==> config.mk <==
export PLATFORM = sky130hd
export DESIGN_NAME = cordic_vector_unit_flat
export DESIGN_NICKNAME = d
export VERILOG_FILES = /design/src/rtl/cordic_vector_unit_if.sv /design/src/rtl/cordic_vector_unit.sv /design/src/flat_wrapper.sv
export SDC_FILE = /design/constraint.sdc
export NUM_CORES = 1
export LEC_CHECK = 0
export CORE_UTILIZATION = 45
export DETAILED_ROUTE_END_ITERATION = 10
export GPL_ROUTABILITY_DRIVEN = 0
export PLACE_DENSITY = 0.61
export SLEW_MARGIN = 10
export SYNTH_ARGS = -nofsm -noshare
export SYNTH_HDL_FRONTEND = slang
export SYNTH_SLANG_ARGS = --single-unit
==> constraint.sdc <==
create_clock -name clk -period 7.54 [get_ports clk]
set_input_delay 1.131 -clock clk [delete_from_list [all_inputs] [get_ports clk]]
set_output_delay 1.131 -clock clk [all_outputs]
set_load 0.1 [all_outputs]
==> src/rtl/cordic_vector_unit_if.sv <==
// Handshake and data bundle for the vectoring-mode CORDIC unit.
// The master side drives the request and vector; the slave side returns the angle and magnitude.
interface cordic_vector_unit_if;
   logic        stop;
   logic        start;
   logic [15:0] x_in;
   logic [15:0] y_in;
   logic        busy;
   logic        done;
   logic        range_err;
   logic [15:0] angle_out;
   logic [15:0] mag_out;

   modport master (
      output stop, start, x_in, y_in,
      input  busy, done, range_err, angle_out, mag_out
   );

   modport slave (
      input  stop, start, x_in, y_in,
      output busy, done, range_err, angle_out, mag_out
   );
endinterface

==> src/rtl/cordic_vector_unit.sv <==
// Iterative vectoring-mode CORDIC: converts (x, y) into atan2(y, x) and gain-compensated magnitude.
// One micro-rotation per clock, then a single gain-compensation multiply.
module cordic_vector_unit #(
   parameter int          ITER   = 14,
   parameter logic [15:0] GAIN_K = 16'h26DD
) (
   input  logic                 clk,
   input  logic                 reset,
   cordic_vector_unit_if.slave  bus
);

   localparam logic [1:0] ST_IDLE = 2'd0;
   localparam logic [1:0] ST_ITER = 2'd1;
   localparam logic [1:0] ST_COMP = 2'd2;
   localparam logic [1:0] ST_DONE = 2'd3;

   localparam logic [4:0] LAST_ITER = 5'(ITER - 1);

   function automatic logic signed [15:0] atan_rom(input logic [3:0] idx);
      logic signed [15:0] val;
      case (idx)
         4'd0:    val = 16'sh3243;
         4'd1:    val = 16'sh1DAC;
         4'd2:    val = 16'sh0FAD;
         4'd3:    val = 16'sh07F5;
         4'd4:    val = 16'sh03FE;
         4'd5:    val = 16'sh01FF;
         4'd6:    val = 16'sh00FF;
         4'd7:    val = 16'sh007F;
         4'd8:    val = 16'sh003F;
         4'd9:    val = 16'sh001F;
         4'd10:   val = 16'sh000F;
         4'd11:   val = 16'sh0007;
         4'd12:   val = 16'sh0003;
         4'd13:   val = 16'sh0001;
         default: val = 16'sh0000;
      endcase
      return val;
   endfunction

   logic [1:0]         state_r;
   logic [4:0]         iter_r;
   logic signed [17:0] x_r;
   logic signed [17:0] y_r;
   logic signed [15:0] z_r;
   logic               err_r;
   logic               busy_r;
   logic               done_r;
   logic               range_err_r;
   logic [15:0]        angle_r;
   logic [15:0]        mag_r;

   logic signed [17:0] x_sh_s;
   logic signed [17:0] y_sh_s;
   logic signed [15:0] atan_s;
   logic signed [33:0] prod_s;
   logic signed [33:0] scaled_s;
   logic [15:0]        mag_sat_s;

   // Shifted cross terms, arctangent lookup and saturated gain-compensated magnitude.
   always_comb begin
      x_sh_s    = x_r >>> iter_r[3:0];
      y_sh_s    = y_r >>> iter_r[3:0];
      atan_s    = atan_rom(iter_r[3:0]);
      prod_s    = 34'(x_r) * 34'($signed(GAIN_K));
      scaled_s  = prod_s >>> 14;
      mag_sat_s = 16'h0000;
      if (scaled_s > 34'sd32767) begin
         mag_sat_s = 16'h7FFF;
      end else begin
         mag_sat_s = scaled_s[15:0];
      end
   end

   // Control FSM and datapath registers; everything holds while stop is high.
   always_ff @(posedge clk or negedge reset) begin
      if (!reset) begin
         state_r     <= ST_IDLE;
         iter_r      <= 5'd0;
         x_r         <= 18'sd0;
         y_r         <= 18'sd0;
         z_r         <= 16'sd0;
         err_r       <= 1'b0;
         busy_r      <= 1'b0;
         done_r      <= 1'b0;
         range_err_r <= 1'b0;
         angle_r     <= 16'h0000;
         mag_r       <= 16'h0000;
      end else if (!bus.stop) begin
         case (state_r)
            ST_IDLE: begin
               if (bus.start) begin
                  busy_r      <= 1'b1;
                  range_err_r <= 1'b0;
                  z_r         <= 16'sd0;
                  iter_r      <= 5'd0;
                  if (bus.x_in[15]) begin
                     // Negative x is rejected; COMP then reports the error one cycle later.
                     err_r   <= 1'b1;
                     state_r <= ST_COMP;
                  end else begin
                     err_r   <= 1'b0;
                     x_r     <= {{2{bus.x_in[15]}}, bus.x_in};
                     y_r     <= {{2{bus.y_in[15]}}, bus.y_in};
                     state_r <= ST_ITER;
                  end
               end
            end
            ST_ITER: begin
               if (!y_r[17]) begin
                  x_r <= x_r + y_sh_s;
                  y_r <= y_r - x_sh_s;
                  z_r <= z_r + atan_s;
               end else begin
                  x_r <= x_r - y_sh_s;
                  y_r <= y_r + x_sh_s;
                  z_r <= z_r - atan_s;
               end
               iter_r <= iter_r + 5'd1;
               if (iter_r == LAST_ITER) begin
                  state_r <= ST_COMP;
               end
            end
            ST_COMP: begin
               if (err_r) begin
                  angle_r     <= 16'h0000;
                  mag_r       <= 16'h0000;
                  range_err_r <= 1'b1;
               end else begin
                  angle_r     <= z_r;
                  mag_r       <= mag_sat_s;
                  range_err_r <= 1'b0;
               end
               busy_r  <= 1'b0;
               done_r  <= 1'b1;
               state_r <= ST_DONE;
            end
            ST_DONE: begin
               done_r  <= 1'b0;
               state_r <= ST_IDLE;
            end
            default: begin
               busy_r  <= 1'b0;
               done_r  <= 1'b0;
               state_r <= ST_IDLE;
            end
         endcase
      end
   end

   assign bus.busy      = busy_r;
   assign bus.done      = done_r;
   assign bus.range_err = range_err_r;
   assign bus.angle_out = angle_r;
   assign bus.mag_out   = mag_r;

endmodule

==> src/flat_wrapper.sv <==
// flat-port wrapper written by rule: the top's interface ports become plain ports
module cordic_vector_unit_flat 
#(
   parameter int          ITER   = 14,
   parameter logic [15:0] GAIN_K = 16'h26DD
)
  (clk, reset, bus_stop, bus_start, bus_x_in, bus_y_in, bus_busy, bus_done, bus_range_err, bus_angle_out, bus_mag_out);
  cordic_vector_unit_if bus_i ();
  input  logic clk;
  input  logic reset;
  input wire logic [$bits(bus_i.stop)-1:0] bus_stop;
  input wire logic [$bits(bus_i.start)-1:0] bus_start;
  input wire logic [$bits(bus_i.x_in)-1:0] bus_x_in;
  input wire logic [$bits(bus_i.y_in)-1:0] bus_y_in;
  output wire logic [$bits(bus_i.busy)-1:0] bus_busy;
  output wire logic [$bits(bus_i.done)-1:0] bus_done;
  output wire logic [$bits(bus_i.range_err)-1:0] bus_range_err;
  output wire logic [$bits(bus_i.angle_out)-1:0] bus_angle_out;
  output wire logic [$bits(bus_i.mag_out)-1:0] bus_mag_out;
  assign bus_i.stop = bus_stop;
  assign bus_i.start = bus_start;
  assign bus_i.x_in = bus_x_in;
  assign bus_i.y_in = bus_y_in;
  assign bus_busy = bus_i.busy;
  assign bus_done = bus_i.done;
  assign bus_range_err = bus_i.range_err;
  assign bus_angle_out = bus_i.angle_out;
  assign bus_mag_out = bus_i.mag_out;
  cordic_vector_unit #(.ITER(ITER), .GAIN_K(GAIN_K)) u_core (.clk(clk), .reset(reset), .bus(bus_i));
endmodule
==> impl_metrics.csv <==
group,metric,value,unit
clock_network,clk_latency,380,ps
detailed_routing,vias_per_cell,5.61,
timing,max_freq,147,MHz
setup_path,critPathBufInv,5,
detailed_routing,drtIter0Drc,640,
placed_design,place_area,15200,µm²
setup_path,path_cells,"ha_1 -> inv_1 -> fa_1 -> fa_1 -> fa_1 -> inv_1 -> fa_1 -> inv_1 -> fa_1 -> inv_1 -> ha_1 -> a21o_1 -> a2111oi_0 -> a211oi_1 -> a31o_2 -> a311o_1 -> a31o_1 -> a211o_1 -> o221ai_1 -> buf_4 -> o211ai_1",
synthesis,yosysSeqAreaShare,16.9,%
setup_path,crit_type,"reg -> reg",
timing,slew_headroom,22.5,%
clock_network,post_cts_buffers,0,
synthesis,syn-num-nets,1883,
floorplan,row_count,64,
timing,post-route-period-util,90.1,%
timing,fin_crit,6790,ps
timing,fin_tns_setup,0,ps
synthesis,ys_ff_latch,95,
hold_path,hp-class,"reg -> reg",
grt,overflow,0,
clock_network,clock_sinks,95,
grt,grt_pass1_wl,56.2,mm
setup_path,crit_family,"adder cells",
synthesis,yosysWarnings,0,
outcome,status,"finished clean",
synthesis,syn_area_per_cell,9.04,µm²
synthesis,synth-edff-count,0,
floorplan,die_w,179,µm
clock_network,cts_tree,"yes",
timing,grt_setup_unrepaired,"no",
setup_path,start_kind,"flop",
setup_path,worst_path_most_repeated_cell,"fa_1",
clock_network,root_buffer,"clkbuf_16",
synthesis,async_reset_ff_share,100,%
setup_path,worst_path_largest_cell_delay,570,ps
flow_run,cap_violations,0,
timing,finalSetupViolations,0,
placed_design,io_buffers,70,
timing,hold_violations,0,
finish,final_area,15400,µm²
clock_network,numCtsBuffers,9,
finish,nNetsFinal,1921,
synthesis,synthCells,1556,
grt,grt.total_usage,22.6,%
setup_path,cp_max_fo,15,
floorplan,dieArea,32000,µm²
grt,grt_pass1_vias,10787,
placed_design,dpl.hpwl,26.8,mm
grt,grt_start_max_net_pins,67,
floorplan,core_area,30700,µm²
detailed_routing,avgRoutedWirePerCell,17.0,µm
synthesis,syn_area,14100,µm²
detailed_routing,drc,0,
finish,utilization,50.4,%
finish,nFillCells,2885,
synthesis,synth_ff_type,"dfrtp_1",
clock_network,cts_max_level,3,
clock_network,cts_buffer_depth,2,
finish,n_antenna_cell,0,
finish,post_route_cells_drive_above_1_share,6.32,%
floorplan,pin_count,71,
timing,worstMarginPinSlew,1130,ps
grt,antenna_found_initial,0,
detailed_routing,dr.pass1.iters,7,
timing,maxSlewViolCount,0,
floorplan,start_util,45.8,%
clock_network,cts_resized,0,
detailed_routing,ant_nets,0,
floorplan,die_h,179,µm
setup_path,cp.required,7790,ps
clock_network,cts_hold_buf,0,
detailed_routing,routed_wl,34.0,mm
detailed_routing,vias,11188,
timing,fin_skew,9.67,ps
synthesis,synth.distinct_cells,76,
finish,area_growth_syn_to_layout,9.85,%
setup_path,slowest_stage,"fa_1",
setup_path,endpoint_kind,"flop",
setup_path,worstPathArrival,7040,ps
clock_network,clkTransAtPathRegs,70,ps
setup_path,r2r_slack,750,ps
## flip-flops by register name (all words and copies together) (netlist names)
register              count
u_core.bus.range_err      1
u_core.x_r               18
u_core.bus.mag_out       16
u_core.bus.done           1
u_core.err_r              1
u_core.state_r            2
u_core.bus.busy           1
u_core.bus.angle_out     16
u_core.y_r               18
u_core.iter_r             5
u_core.z_r               16
## layer usage
layer  GRT usage (%)  wire length [µm]  vias to the layer above
li1                -                 -                     5424
met1            32.5             16600                     5495
met2            34.8             15400                      232
met3            3.07              1280                       37
met4            7.24               736                        0
met5               0                 0                        -
## cell usage after synthesis, types with 6 or more instances
master    instances  area, µm²
o211ai_1          8       60.1
mux2i_1          31        310
a31oi_1          13       81.3
dfrtp_1          95       2380
nand2b_1         29        181
buf_1             7       26.3
o21ai_1          19       95.1
nor3_1           19       95.1
a211oi_1          7       52.6
o21ai_0          91        455
a22oi_1          17        128
nor2_1           65        244
or2_2             7       43.8
xor2_1           46        403
buf_2             7       35.0
a21o_1           38        285
a21oi_1         103        515
nand2_1         109        409
o21bai_1          6       45.0
mux2_2           10        113
o31ai_1           9       67.6
or3_1             7       43.8
xnor2_1          43        377
inv_1           254        953
nand3_1          23        115
and3_1           10       62.6
nor2b_1          11       68.8
fa_1            121       2420
ha_1            170       2130
o21a_1            6       45.0
clkbuf_1         44        165
mux4_2           37        833
## final cells by class
class                   instances  area [µm²]  share of cell area [%]
flip-flops and latches         95        2380                    15.4
clock buffers                   9         225                    1.46
clock inverters                 6        68.8                   0.446
well taps                     396         495                    3.21
inverters                     255         957                    6.20
repair buffers                 87         826                    5.35
multi-input cells            1146       10500                    67.9
## worst paths after layout
path | start | to | depth (start not counted)
max | u_core.x_r[6] | u_core.bus.mag_out[5] | 21
min | u_core.bus.angle_out[8] | u_core.bus.angle_out[8] | 2
max reg2reg | u_core.x_r[6] | u_core.bus.mag_out[5] | 21
min reg2reg | u_core.bus.angle_out[8] | u_core.bus.angle_out[8] | 2
max in group asynchronous | reset | u_core.iter_r[0] | 2
min in group asynchronous | reset | u_core.bus.angle_out[14] | 1
## kinds of logic (layout without fill, tap and decap cells)
| logic type | after synthesis | after routing | synth area share, % |
|---|---|---|---|
| muxes | 80 | 80 | 9.09 |
| AOI/OAI and AO/OA | 375 | 375 | 16.7 |
| and+or+nand+nor | 311 | 311 | 10.8 |
| buffers and inverters | 315 | 357 | 8.61 |
| xor gates and xnor gates | 89 | 89 | 5.54 |
| adders and majority gates | 291 | 291 | 32.4 |
| DFF | 95 | 95 | 16.9 |
## cell usage in the layout, fill, tap and decap left out, types with 31 or more instances in the layout
cell               n
inv_1            254
ha_1             169
fa_1             121
nand2_1          109
a21oi_1          101
dfrtp_1           93
o21ai_0           91
clkdlybuf4s50_1   69
nor2_1            65
xor2_1            46
xnor2_1           43
a21o_1            38
mux4_2            37
mux2i_1           31
## worst register-to-register path, cell delays in order (launching register included)
cell and delay, ps:
dfrtp_1 520, ha_1 420, inv_1 80, fa_1 570, fa_1 440, fa_1 500, inv_1 60, fa_1 520
inv_1 50, fa_1 530, inv_1 40, ha_1 290, a21o_1 170, a2111oi_0 390, a211oi_1 170, a31o_2 330
a311o_1 460, a31o_1 290, a211o_1 310, o221ai_1 170, buf_4 240, o211ai_1 110
## metrics by stage
stage	std cells	setup WS, ps	hold WS [ps]
final	1994	745	474
after global routing	1994	393	508
after CTS	1994	713	485
after detailed placement	1979	729	469
after global placement	1979	813	461
after floorplan	1556	961	450
Power is not shown: default switching activity piles up to over one toggle a cycle in this logic, so the estimate is an artifact.
